`config.mk`:
```
export PLATFORM = sky130hd
export DESIGN_NAME = reg_bank_ctrl_flat
export DESIGN_NICKNAME = d
export VERILOG_FILES = /design/src/rtl/reg_bank_ctrl_if.sv /design/src/rtl/reg_bank_ctrl.sv /design/src/flat_wrapper.sv
export SDC_FILE = /design/constraint.sdc
export NUM_CORES = 1
export LEC_CHECK = 0
export CORE_MARGIN = 4
export CORE_UTILIZATION = 56
export CTS_CLUSTER_SIZE = 30
export DETAILED_ROUTE_END_ITERATION = 16
export MAX_ROUTING_LAYER = met4
export PLACE_DENSITY = 0.82
export SYNTH_ARGS = -nofsm -noshare
export SYNTH_HDL_FRONTEND = slang
export SYNTH_SLANG_ARGS = --single-unit
export TNS_END_PERCENT = 50
```
`constraint.sdc`:
```
create_clock -name clk -period 3.6 [get_ports clk]
set_input_delay 0.54 -clock clk [delete_from_list [all_inputs] [get_ports clk]]
set_output_delay 0.54 -clock clk [all_outputs]
set_load 0.05 [all_outputs]
```
`src/rtl/reg_bank_ctrl_if.sv`:
```
// Request/response handshake and register-bank bus for reg_bank_ctrl.
// slave = controller side, master = requester plus the register bank.
interface reg_bank_ctrl_if;
  logic       req_valid;
  logic       req_ready;
  logic       req_rw;
  logic [2:0] req_rs;
  logic [7:0] req_data;
  logic       rsp_valid;
  logic       rsp_ready;
  logic [2:0] rsp_rs;
  logic [7:0] rsp_data;
  logic [2:0] RS;
  logic       RW;
  logic       En;
  logic [7:0] Din;
  logic [7:0] Dout;
  logic       busy;

  modport master (
    output req_valid, req_rw, req_rs, req_data, rsp_ready, Dout,
    input  req_ready, rsp_valid, rsp_rs, rsp_data, RS, RW, En, Din, busy
  );

  modport slave (
    input  req_valid, req_rw, req_rs, req_data, rsp_ready, Dout,
    output req_ready, rsp_valid, rsp_rs, rsp_data, RS, RW, En, Din, busy
  );
endinterface

```
`src/rtl/reg_bank_ctrl.sv`:
```
// Queued register-bank controller: FIFO of requests, one bank access at a time.
// Define REG_BANK_CTRL_WRACK_EN to make writes return a response as well.
module reg_bank_ctrl #(
  parameter int FIFO_DEPTH = 4,
  parameter int READ_LAT   = 1
) (
  input  logic           clk,
  input  logic           rst,
  reg_bank_ctrl_if.slave bus
);
  localparam int AW = $clog2(FIFO_DEPTH);

  typedef struct packed {
    logic       rw;
    logic [2:0] rs;
    logic [7:0] data;
  } req_t;

  typedef enum logic [1:0] {IDLE, ISSUE, WAIT, RESP} state_t;

  req_t       r_mem [FIFO_DEPTH];
  logic [AW:0] r_wptr, r_rptr;
  state_t     r_state;
  logic [1:0] r_wcnt;
  logic       r_en, r_rw;
  logic [2:0] r_rs;
  logic [7:0] r_din;
  logic       r_rsp_valid;
  logic [2:0] r_rsp_rs;
  logic [7:0] r_rsp_data;

  logic w_empty, w_full, w_ready, w_push, w_pop;
  req_t w_head;

  // Extra pointer MSB distinguishes full from empty when the indices match.
  assign w_empty = (r_wptr == r_rptr);
  assign w_full  = (r_wptr[AW] != r_rptr[AW]) && (r_wptr[AW-1:0] == r_rptr[AW-1:0]);
  assign w_ready = !rst && !w_full;
  assign w_push  = bus.req_valid && w_ready;
  assign w_pop   = (r_state == IDLE) && !w_empty;
  assign w_head  = r_mem[r_rptr[AW-1:0]];

  always_ff @(posedge clk) begin
    if (w_push)
      r_mem[r_wptr[AW-1:0]] <= '{rw: bus.req_rw, rs: bus.req_rs, data: bus.req_data};
  end

  always_ff @(posedge clk) begin
    if (rst) begin
      r_wptr <= '0;
      r_rptr <= '0;
    end else begin
      if (w_push) r_wptr <= r_wptr + (AW+1)'(1);
      if (w_pop)  r_rptr <= r_rptr + (AW+1)'(1);
    end
  end

  always_ff @(posedge clk) begin
    if (rst) begin
      r_state     <= IDLE;
      r_wcnt      <= '0;
      r_en        <= 1'b0;
      r_rw        <= 1'b1;
      r_rs        <= '0;
      r_din       <= '0;
      r_rsp_valid <= 1'b0;
      r_rsp_rs    <= '0;
      r_rsp_data  <= '0;
    end else begin
      case (r_state)
        IDLE: if (!w_empty) begin
          r_en    <= 1'b1;
          r_rw    <= w_head.rw;
          r_rs    <= w_head.rs;
          r_din   <= w_head.data;
          r_state <= ISSUE;
        end
        ISSUE: begin
          r_en   <= 1'b0;
          r_rw   <= 1'b1;
          r_rs   <= '0;
          r_din  <= '0;
          r_wcnt <= '0;
          if (r_rw) begin
            r_state <= WAIT;
          end else begin
`ifdef REG_BANK_CTRL_WRACK_EN
            r_rsp_valid <= 1'b1;
            r_rsp_rs    <= r_rs;
            r_rsp_data  <= r_din;
            r_state     <= RESP;
`else
            r_state <= IDLE;
`endif
          end
        end
        WAIT: begin
          // Dout is valid in the last of READ_LAT wait cycles.
          if (r_wcnt == 2'(READ_LAT-1)) begin
            r_rsp_valid <= 1'b1;
            r_rsp_data  <= bus.Dout;
            r_state     <= RESP;
          end else begin
            r_wcnt <= r_wcnt + 2'd1;
          end
        end
        RESP: if (bus.rsp_ready) begin
          r_rsp_valid <= 1'b0;
          r_state     <= IDLE;
        end
        default: r_state <= IDLE;
      endcase
      // rsp_rs tracks the issued target; it is only observable with rsp_valid.
      if (r_state == ISSUE && r_rw) r_rsp_rs <= r_rs;
    end
  end

  assign bus.req_ready = w_ready;
  assign bus.rsp_valid = r_rsp_valid;
  assign bus.rsp_rs    = r_rsp_rs;
  assign bus.rsp_data  = r_rsp_data;
  assign bus.En        = r_en;
  assign bus.RW        = r_rw;
  assign bus.RS        = r_rs;
  assign bus.Din       = r_din;
  assign bus.busy      = !w_empty || (r_state != IDLE);
endmodule

```
`src/flat_wrapper.sv`:
```
// flat-port wrapper written by rule: the top's interface ports become plain ports
module reg_bank_ctrl_flat 
#(
  parameter int FIFO_DEPTH = 4,
  parameter int READ_LAT   = 1
)
  (clk, rst, bus_req_valid, bus_req_rw, bus_req_rs, bus_req_data, bus_rsp_ready, bus_Dout, bus_req_ready, bus_rsp_valid, bus_rsp_rs, bus_rsp_data, bus_RS, bus_RW, bus_En, bus_Din, bus_busy);
  reg_bank_ctrl_if bus_i ();
  input  logic clk;
  input  logic rst;
  input wire logic [$bits(bus_i.req_valid)-1:0] bus_req_valid;
  input wire logic [$bits(bus_i.req_rw)-1:0] bus_req_rw;
  input wire logic [$bits(bus_i.req_rs)-1:0] bus_req_rs;
  input wire logic [$bits(bus_i.req_data)-1:0] bus_req_data;
  input wire logic [$bits(bus_i.rsp_ready)-1:0] bus_rsp_ready;
  input wire logic [$bits(bus_i.Dout)-1:0] bus_Dout;
  output wire logic [$bits(bus_i.req_ready)-1:0] bus_req_ready;
  output wire logic [$bits(bus_i.rsp_valid)-1:0] bus_rsp_valid;
  output wire logic [$bits(bus_i.rsp_rs)-1:0] bus_rsp_rs;
  output wire logic [$bits(bus_i.rsp_data)-1:0] bus_rsp_data;
  output wire logic [$bits(bus_i.RS)-1:0] bus_RS;
  output wire logic [$bits(bus_i.RW)-1:0] bus_RW;
  output wire logic [$bits(bus_i.En)-1:0] bus_En;
  output wire logic [$bits(bus_i.Din)-1:0] bus_Din;
  output wire logic [$bits(bus_i.busy)-1:0] bus_busy;
  assign bus_i.req_valid = bus_req_valid;
  assign bus_i.req_rw = bus_req_rw;
  assign bus_i.req_rs = bus_req_rs;
  assign bus_i.req_data = bus_req_data;
  assign bus_i.rsp_ready = bus_rsp_ready;
  assign bus_i.Dout = bus_Dout;
  assign bus_req_ready = bus_i.req_ready;
  assign bus_rsp_valid = bus_i.rsp_valid;
  assign bus_rsp_rs = bus_i.rsp_rs;
  assign bus_rsp_data = bus_i.rsp_data;
  assign bus_RS = bus_i.RS;
  assign bus_RW = bus_i.RW;
  assign bus_En = bus_i.En;
  assign bus_Din = bus_i.Din;
  assign bus_busy = bus_i.busy;
  reg_bank_ctrl #(.FIFO_DEPTH(FIFO_DEPTH), .READ_LAT(READ_LAT)) u_core (.clk(clk), .rst(rst), .bus(bus_i));
endmodule
```
==> results of run 1 <==
-- power breakdown --
group	switching [W]	total (W)	internal [W]	leakage (nW)
Combinational	0.000742	0.00128	0.000535	0.705
Sequential	0.000163	0.00132	0.00116	0.738
Clock	0.000384	0.000661	0.000277	0.0996
Total	0.00129	0.00326	0.00197	1.54
-- kinds of logic after synthesis --
logic type / count (synthesis) / share of synthesized area (%)
flip-flops: 85 / 61.91
AO/OA/AOI/OAI: 32 / 9.549
adder cells (fa/ha/maj): 6 / 2.130
multiplexers: 30 / 13.17
AND/OR/NAND/NOR: 57 / 7.526
buffers and inverters: 28 / 3.585
XOR/XNOR: 6 / 2.130
-- how the worst max path moves through the flow --
stage | startpoint | to | cells after the start
after CTS | flip-flop | bus_busy | 3
after global routing | flip-flop | bus_busy | 3
final | flip-flop | bus_busy | 3
after global placement | rst | u_core.r_mem[1][2]$_DFFE_PP_ | 3
after floorplan | rst | u_core.r_mem[0][0]$_DFFE_PP_ | 3
after detailed placement | rst | u_core.r_mem[2][2]$_DFFE_PP_ | 3
-- cells in the mapped netlist, drive strengths merged, types with 3 or more instances --
library cell	n	area share, %
xor2	3	0.96
ha	6	2.1
a31oi	3	0.53
mux4	12	7.7
mux2	5	1.8
mux2i	13	3.7
nor2	18	1.9
xnor2	3	1.2
o32ai	10	4.6
nand2	21	2.2
and3	3	0.53
buf	10	1.7
nor2b	5	0.89
a21oi	5	0.71
inv	16	1.7
edfxtp	48	41
dfxtp	37	21
-- sequential cells by signal, summed over array words and instances (netlist names), named ones only --
signal	cells
u_core.bus.rsp_rs	3
u_core.bus.RS	3
u_core.r_state	1
u_core.bus.rsp_data	8
u_core.r_wcnt	2
u_core.bus.RW	1
u_core.bus.rsp_valid	1
u_core.bus.En	1
u_core.r_wptr	3
u_core.r_rptr	3
u_core.bus.Din	8
u_core.r_mem	48
-- stage by stage --
| stage | setup WS [ns] | cells | util [%] | power [W] | hold slack [ns] |
|---|---|---|---|---|---|
| floorplan | 1.096 | 244 | - | 0.002312 | 0.4448 |
| global placement | 1.234 | 359 | 67.67 | 0.002609 | 0.4595 |
| detailed placement | 1.178 | 359 | 67.67 | 0.002633 | 0.4607 |
| CTS | 0.9386 | 375 | 70.93 | 0.003290 | 0.4799 |
| global route | 0.8313 | 375 | 70.93 | 0.003443 | 0.5182 |
| finish | 0.9423 | 375 | 70.93 | 0.003262 | 0.4822 |
-- cell type report --
cell class | instances | area (sq um)
fill | 411 | 1752
sequential | 85 | 2182
tap | 75 | 93.84
inverter | 16 | 60.06
clock buffer | 9 | 123.9
clock inverter | 7 | 72.57
timing repair buffer | 52 | 525.5
multi-input combinational | 131 | 1216
-- per-layer routing --
layer	track usage, %	part of all wire (%)
met3	4.068	6.1
met5	-	0
met2	28.29	47
met4	6.276	1.7
met1	22.03	45
-- placed cells by master (no fill, tap or decap), drive strengths merged, types with 5 or more instances in the layout --
cell type       n
mux2            5
o32ai          10
edfxtp         48
mux2i          13
dfxtp          37
clkdlybuf4s50  49
nor2b           5
ha              6
clkbuf          9
inv            22
a21oi           5
nor2           18
nand2          21
mux4           12
-- critical path, delay by kind of cell, from the launching register on --
kind,cells,cell delay [ns]
flip-flops,1,0.65
buffers and inverters,1,0.80
AND/OR/NAND/NOR,2,0.32
==> impl_results.md, run 1 <==
* CP max stage delay at 0.80 ns
* Slowest CP cell: clkdlybuf4s50_1
* CTS Buffer Depth at 2
* Syn Area/Cell at 14.45 sq um
* Flops & latches, synth at 85
* Leak at around 1.5 nW
* Fin Setup TNS at 0 ns
* Site Rows at 28
* Clock transition at path regs at 0.09 ns
* CTS root buf: clkbuf_8
* Tcrit/Tclk final at 73.83%
* Syn nets at 274
* Max-slew violations at 0
* Critical path endpoint category: output pin
* Worst-path cell chain: nor2_1, nand4_1, clkdlybuf4s50_1
* Worst Reg-to-Reg Cells at 3
* Synthesis warning total at 0
* DIE HEIGHT at ~87 um
* Initial antenna violation count at 0
* DR iter-0 viols at 141
* Hold path depth at 2
* Antenna diodes at 0
* # IOs at 51
* Count of cell types in the netlist at 43
* Starting Density at 58.49%
* Reg2reg start: u_core.r_wptr[1]$_SDFFE_PP0P_
* Largest net degree at the start of global routing at 38
* CP required at 3.06 ns
* TritonCTS buffer count at 9
* Worst IR Drop VDD at ~0.5 mV
* DR vias at 2074
* Slew headroom at 46.51%
* P&R area growth vs syn at 21.26%
* Final Cell Area at 4274 sq um
* Routed wire length per instance at about 16 um
* Drc violations at 0
* Sink Count at 85
* Worst-Skew Late Latency at 0.36 ns
* Outcome: finished clean
* Async SR Flop Fraction at 0%
* CP Data Arrival Time at approximately 2.1 ns
* Worst setup path category: reg -> out
* Tightest Pin Transition at 0.8023 ns
* Min-Delay Startpoint: u_core.r_wcnt[1]$_SDFFE_PP0P_
* Number of setup buffers added after CTS at 0
* Sequential-to-total area share from yosys stat at about three fifths
* H-tree depth at 3
* Post-Syn Instances at 244
* Pre-antenna DRT Iters at 4
* Layout Nets at 325
* Global Route Usage Sum at between 10% and 20%
* Chip width at around 87 um
* Core area at 6026 sq um
* DIE AREA at 7627 sq um
* Post-route ant nets at 0
* WL final at 6.048 mm
* Number of global-route vias before repair at between 2000 and 2500
* Hold Crit Class: reg -> reg
* Unrepaired setup endpoints after global routing: false
* Layout cells sized above 1 at between 10% and 20%
* Layout Skew at 0.01128 ns
* Power density over cell area at 763.1 nW/um^2
* Dominant synthesized flop cell: edfxtp_1
* Worst reg-to-reg setup slack at 1.43 ns
* Global-route wire length before repair at 9.963 mm
* Gpl congestion at 0.8092
* Post-synth EDFFs at 48
* Fin crit period at 2.658 ns
* CP startpoint kind: flip-flop
* Global route overflow at 0
* Fmax at roughly 380 MHz
* Final Hold Vio Count at 0
* PostCTS Resize Cnt at 0
* Port Buffers at 50
* Setup violators final at 0
* Vias per cell at 5.531
* CTS tree: yes
* Hold endpoint: u_core.r_wcnt[1]$_SDFFE_PP0P_
* RR Endpoint: u_core.r_mem[0][5]$_DFFE_PP_
* # Max-Cap Violations at 0
* # hold bufs at CTS at 0
* Placement Cell Area at 4078 sq um
* HPWL after detailed placement at 4.229 mm
* Cell Area, Synth at 3525 sq um
* Worst-path maximum fanout at 17
Note: power is estimated with default switching activity, not from simulation.
==> run 2, diff against run 1 <==
--- a/config.mk
+++ b/config.mk
@@ -6,11 +6,11 @@
 export NUM_CORES = 1
 export LEC_CHECK = 0
 export CORE_MARGIN = 4
-export CORE_UTILIZATION = 56
+export CORE_UTILIZATION = 54
 export CTS_CLUSTER_SIZE = 30
 export DETAILED_ROUTE_END_ITERATION = 16
 export MAX_ROUTING_LAYER = met4
-export PLACE_DENSITY = 0.82
+export PLACE_DENSITY = 0.79
 export SYNTH_ARGS = -nofsm -noshare
 export SYNTH_HDL_FRONTEND = slang
 export SYNTH_SLANG_ARGS = --single-unit
==> constraint.sdc (replaced) <==
create_clock -name clk -period 2.8 [get_ports clk]
set_input_delay 0.42 -clock clk [delete_from_list [all_inputs] [get_ports clk]]
set_output_delay 0.42 -clock clk [all_outputs]
set_load 0.05 [all_outputs]
==> run 2 against run 1 <==
Effect of this change:
- utilization down 3.4 points
- critical path depth did not move
- non-clock buffer count rose by 3
- final cell count rose by 1.3%
- critical path type unchanged
==> impl_results.md, run 2 (synthesized netlist as in run 1, its figures left out) <==
* Outcome: finished clean
* DR vias at 2076 (+0.096%)
* Gpl congestion at 0.7802 (-3.6%)
* Fin crit period at between 2 and 2.5 ns
* WP buf/inv at 1 (unchanged)
* Number of global-route vias before repair at 2019 (-2.7%)
* CP startpoint kind: flip-flop
* Tot Pwr at 0.004175 W (+28%)
* Global Route Usage Sum at 16.95% (-0.70 points)
* Largest net degree at the start of global routing at 41 (+7.9%)
* Sink Count at 85 (unchanged)
* Post-route ant nets at 0 (unchanged)
* # IOs at 51 (unchanged)
* Clock transition at path regs at 0.08 ns (about the same)
* Global route overflow at 0 (unchanged)
* # hold bufs at CTS at 0 (unchanged)
* Layout Skew at 0.01401 ns (+0.002724 ns)
* Power share of the sequential group at 40.0% (-0.6 points)
* Switch share at 39.13% (-0.35 points)
* Worst setup path category: reg -> out
* PostCTS Resize Cnt at 0 (unchanged)
* CP Data Arrival Time at 1.99 ns (-0.13 ns)
* Chip width at 88.79 um (+1.7%)
* Final Hold Vio Count at 0 (unchanged)
* DIE AREA at 7884 sq um (+3.4%)
* Combinational power share at 40.4% (+1.3 points)
* Worst-path cell chain: xnor2_2, nand4_1, clkdlybuf4s50_1
* DR iter-0 viols at 107 (-24%)
* Max-slew violations at 0 (unchanged)
* Worst Reg-to-Reg Cells at 3 (unchanged)
* Worst reg-to-reg setup slack at 0.66 ns (-0.77 ns)
* Clock network power share at 19.6% (-0.7 points)
* Worst-Skew Late Latency at 0.36 ns (about the same)
* Global-route wire length before repair at 9.639 mm (-3.3%)
* Min-Delay Startpoint: u_core.r_wcnt[1]$_SDFFE_PP0P_
* Hold endpoint: u_core.r_wcnt[1]$_SDFFE_PP0P_
* Antenna diodes at 0 (unchanged)
* Drc violations at 0 (unchanged)
* Tightest Pin Transition at 0.7918 ns (-0.01054 ns)
* Worst IR Drop VDD at 0.4921 mV (-0.30%)
* RR Endpoint: u_core.r_mem[2][9]$_DFFE_PP_
* Reg2reg start: u_core.r_wptr[1]$_SDFFE_PP0P_
* Hold path depth at 2 (unchanged)
* Commonest non-fill, non-tap cells in the layout: clkdlybuf4s50_1 (49), edfxtp_1 (48), dfxtp_1 (37)
* Leak at 1.557 nW (+0.91%)
* CTS root buf: clkbuf_8
* Tcrit/Tclk final at 86.05%
* # Max-Cap Violations at 0 (unchanged)
* Critical path endpoint category: output pin
* H-tree depth at 3 (unchanged)
* P&R area growth vs syn at 21.69%
* Pint at 0.002541 W (+29%)
* Routed wire length per instance at 15.71 um (-2.6%)
* Starting Density at 55.51% (-3.0 points)
* Worst Setup Slack post-DPL at 0.5617 ns (-0.6164 ns)
* Number of setup buffers added after CTS at 0 (unchanged)
* CP max stage delay at 0.74 ns (-0.06 ns)
* Most common cell after layout, fill and taps aside: clkdlybuf4s50_1
* TritonCTS buffer count at 9 (unchanged)
* Top delay family on crit path: buffers and inverters
* Site Rows at 29 (+3.6%)
* DIE HEIGHT at 88.79 um (+1.7%)
* HPWL after detailed placement at 4.103 mm (-3.0%)
* PnR worst setup slack at 0.3907 ns (-0.5516 ns)
* WL final at 5.970 mm (-1.3%)
* Layout Nets at 328 (+0.92%)
* Fin Setup TNS at 0 ns (unchanged)
* Layout cells sized above 1 at 17.82% (+0.82 points)
* Final hold slack at 0.4780 ns (-0.004153 ns)
* Slowest CP cell: clkdlybuf4s50_1
* Port Buffers at 50 (unchanged)
* Max FFs per register at 48 (unchanged)
* Pre-antenna DRT Iters at 4 (unchanged)
* Initial antenna violation count at 0 (unchanged)
* Worst-path maximum fanout at 6 (-11)
* Unrepaired setup endpoints after global routing: false
* Vias per cell at 5.463 (-1.2%)
* Hold Crit Class: reg -> reg
* P_sw at 0.001634 W (+27%)
* Final Util at 67.55% (-3.4 points)
* Slew headroom at 47.22% (+0.70 points)
* CTS Buffer Depth at 2 (unchanged)
* Setup violators final at 0 (unchanged)
* Core area at 6350 sq um (+5.4%)
* Fmax at 415.1 MHz
* CTS tree: yes
* Power density over cell area at 973.4 nW/um^2 (+28%)
* CP required at 2.38 ns (-0.68 ns)
run 2: cell type report:
class | count | area [sq um]
clock buffer | 9 | 123.9
clock inverter | 7 | 62.56
fill | 457 | 2061
inverter | 16 | 60.06
multi-input combinational | 131 | 1216
sequential | 85 | 2182
tap | 77 | 96.34
timing repair buffer | 55 | 548.0
run 2: how the worst max path moves through the flow:
stage / endpoint / from / slack, ns / cells after the start
after CTS: bus_busy / u_core.r_wptr[1]$_SDFFE_PP0P_ / 0.36 / 3
after detailed placement: u_core.r_mem[2][4]$_DFFE_PP_ / rst / 0.56 / 3
after global placement: u_core.r_mem[0][4]$_DFFE_PP_ / rst / 0.62 / 3
after floorplan: u_core.r_mem[0][0]$_DFFE_PP_ / u_core.r_wptr[1]$_SDFFE_PP0P_ / 0.30 / 3
after global routing: bus_busy / u_core.r_wptr[1]$_SDFFE_PP0P_ / 0.28 / 3
final: bus_busy / u_core.r_wptr[1]$_SDFFE_PP0P_ / 0.39 / 3
run 2: stage by stage:
step                area [sq um]  cells
floorplan                   3525    244
global placement            4103    364
detailed placement          4103    364
CTS                         4289    380
global route                4289    380
finish                      4289    380
run 2: metal layers:
metal	GRT usage, %	share of wire (%)	up-vias
met1	20.24	42	988
met3	5.587	8.5	4
met4	6.456	1.2	0
met5	-	0	-
met2	26.72	48	69
li1	-	-	1015
run 2: worst min-delay path, delay by kind of cell (launching register included):
| family | cells | cell delay, ns |
|---|---|---|
| flops | 1 | 0.33 |
| simple gates | 1 | 0.06 |
| compound gates | 1 | 0.05 |
run 2: power by group through the flow:
stage                     combinational (W)  sequential [W]  clock [W]
after global routing                0.00180         0.00171   0.000894
after CTS                           0.00170         0.00168   0.000839
final                               0.00169         0.00167   0.000818
after global placement              0.00168         0.00170          0
after floorplan                    0.000961         0.00201          0
after detailed placement            0.00170         0.00171          0
==> run 3, diff against run 2 <==
--- a/config.mk
+++ b/config.mk
@@ -5,7 +5,6 @@
 export SDC_FILE = /design/constraint.sdc
 export NUM_CORES = 1
 export LEC_CHECK = 0
-export CORE_MARGIN = 4
 export CORE_UTILIZATION = 54
 export CTS_CLUSTER_SIZE = 30
 export DETAILED_ROUTE_END_ITERATION = 16
==> run 3 against run 2 <==
Effect of this change:
- maximum frequency hardly changed
- global-route usage is 2.4 points higher
- flip-flop and latch count stayed put
- via count down 0.63%
- worst setup slack better by 0.0013 ns
- non-clock buffer count grew 1
- critical path type unchanged
- largest power group unchanged
- highest routed layer unchanged
==> impl_results.md, run 3 (synthesized netlist as in run 1, its figures left out) <==
* Outcome: finished clean
* Slowest CP cell: clkdlybuf4s50_1
* Worst-path cell chain: xnor2_2, nand4_1, clkdlybuf4s50_1
* Hold path depth at 2 (unchanged)
* Layout Nets at 329 (+0.30%)
* Met1 Routed Length at 2.722 mm (+8.4%)
* Routed wire length per instance at 15.75 um (+0.22%)
* Fmax at 415.3 MHz (about the same)
* Worst setup path category: reg -> out
* Final Hold Vio Count at 0 (unchanged)
* WL final at 5.999 mm (+0.49%)
* Most common cell after layout, fill and taps aside: clkdlybuf4s50_1
* HPWL after detailed placement at 4.156 mm (+1.3%)
* Worst-Skew Late Latency at 0.35 ns (about the same)
* Port Buffers at 50 (unchanged)
* Initial antenna violation count at 0 (unchanged)
* Final Util at 68.21% (+0.67 points)
* Tcrit/Tclk final at 86.00% (about the same)
* Clock transition at path regs at 0.09 ns (about the same)
* P&R area growth vs syn at 22.19%
* CP startpoint kind: flip-flop
* Sink Count at 85 (unchanged)
* DR vias at 2063 (-0.63%)
* Core area at 6314 sq um (-0.57%)
* DR WL met3 at 283 um (-44%)
* Global route overflow at 0 (unchanged)
* # hold bufs at CTS at 0 (unchanged)
* CP required at 2.38 ns (about the same)
* CP max stage delay at 0.73 ns (about the same)
* Unrepaired setup endpoints after global routing: false
* Pre-antenna DRT Iters at 4 (unchanged)
* DR iter-0 viols at 90 (-16%)
* # Max-Cap Violations at 0 (unchanged)
* Starting Density at 55.83% (+0.32 points)
* Final Cell Area at 4307 sq um (+0.41%)
* DR WL met2 at 2.895 mm (+0.56%)
* Power density over cell area at 975.6 nW/um^2 (+0.23%)
* Worst-path maximum fanout at 6 (unchanged)
* CTS root buf: clkbuf_8
* Fin crit period at 2.408 ns (-0.001303 ns)
* Hold Crit Class: reg -> reg
* Placement Cell Area at 4110 sq um (+0.18%)
* PostCTS Resize Cnt at 0 (unchanged)
* H-tree depth at 3 (unchanged)
* Drc violations at 0 (unchanged)
* WP buf/inv at 1 (unchanged)
* Fin Setup TNS at 0 ns (unchanged)
* Max Used Layer: met4
* Finished Layout Cells at 381 (+0.26%)
* Layout Skew at 0.01083 ns (-0.003180 ns)
* Critical path endpoint category: output pin
* DIE HEIGHT at 82.79 um (-6.8%)
* CTS Buffer Depth at 2 (unchanged)
* Max-slew violations at 0 (unchanged)
* Antenna diodes at 0 (unchanged)
* CTS tree: yes
* Setup violators final at 0 (unchanged)
* TritonCTS buffer count at 9 (unchanged)
* Worst IR Drop VDD at 0.5588 mV (+14%)
* DIE AREA at 6854 sq um (-13%)
* Number of global-route vias before repair at 1942 (-3.8%)
* Commonest non-fill, non-tap cells in the layout: clkdlybuf4s50_1 (49), edfxtp_1 (48), dfxtp_1 (37)
* Vias per cell at 5.415 (-0.89%)
* Tightest Pin Transition at 0.7870 ns (-0.004811 ns)
* Gpl congestion at 0.8226 (+5.4%)
* Max FFs per register at 48 (unchanged)
* Cell depth of the worst setup path at 3 (unchanged)
* Site Rows at 29 (unchanged)
* Number of setup buffers added after CTS at 0 (unchanged)
* Leak at 1.563 nW (+0.40%)
* Largest net degree at the start of global routing at 41 (unchanged)
* CP Data Arrival Time at 1.99 ns (about the same)
* Global Route Usage Sum at 19.31% (+2.4 points)
* Slew headroom at 47.54% (+0.32 points)
* Worst Reg-to-Reg Cells at 3 (unchanged)
* # IOs at 51 (unchanged)
* Post-route ant nets at 0 (unchanged)
* Placed cell count at 365 (+0.27%)
* Layout cells sized above 1 at 18.09% (+0.27 points)
* Top delay family on crit path: buffers and inverters
* Global-route wire length before repair at 9.080 mm (-5.8%)
* Chip width at 82.79 um (-6.8%)
-- run 3: changes by cell type in the layout (fill, tap and decap cells not counted), sizes merged --
cell and delta:
clkinvlp +1, buf +1, clkinv -1
-- run 3: final cells by class --
cell class,count,area [sq um]
clock buffer,9,123.9
timing repair buffer,56,555.5
tap,77,96.34
clock inverter,7,72.57
sequential,85,2182
multi-input combinational,131,1216
inverter,16,60.06
fill,457,2007
-- run 3: final timing paths --
check | from | end | slack [ns]
worst min register to register | u_core.r_wcnt[1]$_SDFFE_PP0P_ | u_core.r_wcnt[1]$_SDFFE_PP0P_ | 0.47
worst min-delay path | u_core.r_wcnt[1]$_SDFFE_PP0P_ | u_core.r_wcnt[1]$_SDFFE_PP0P_ | 0.47
worst max register to register | u_core.r_wptr[1]$_SDFFE_PP0P_ | u_core.r_mem[2][8]$_DFFE_PP_ | 0.67
worst max-delay path | u_core.r_wptr[0]$_SDFFE_PP0P_ | bus_busy | 0.39
-- run 3: power by group --
| part | switching, W | leakage, nW | internal [W] |
|---|---|---|---|
| registers | 0.000172 | 0.738 | 0.00149 |
| clock network | 0.000490 | 0.0992 | 0.000355 |
| logic | 0.000986 | 0.725 | 0.000705 |
-- run 3: per-stage QoR --
step                hold slack [ns]  total power [W]  setup WS, ns
finish                       0.4731         0.004202        0.3920
detailed placement           0.4642         0.003404        0.5385
global route                 0.4993         0.004417        0.2691
CTS                          0.4762         0.004242        0.3812
global placement             0.4541         0.003372        0.6265
floorplan                    0.4448         0.002973        0.2965
-- run 3: worst reg2reg max path: cells and delay by family (launching register included) --
kind	cells	cell delay [ns]
XOR/XNOR	1	0.18
AO/OA/AOI/OAI	1	0.46
AND/OR/NAND/NOR	1	0.62
flip-flops	1	0.51
-- run 3: routing by layer --
| layer | track usage (%) | vias up |
|---|---|---|
| met1 | 23.69 | 989 |
| met5 | - | - |
| met4 | 7.759 | 0 |
| met3 | 5.902 | 8 |
| met2 | 29.92 | 51 |
| li1 | - | 1015 |
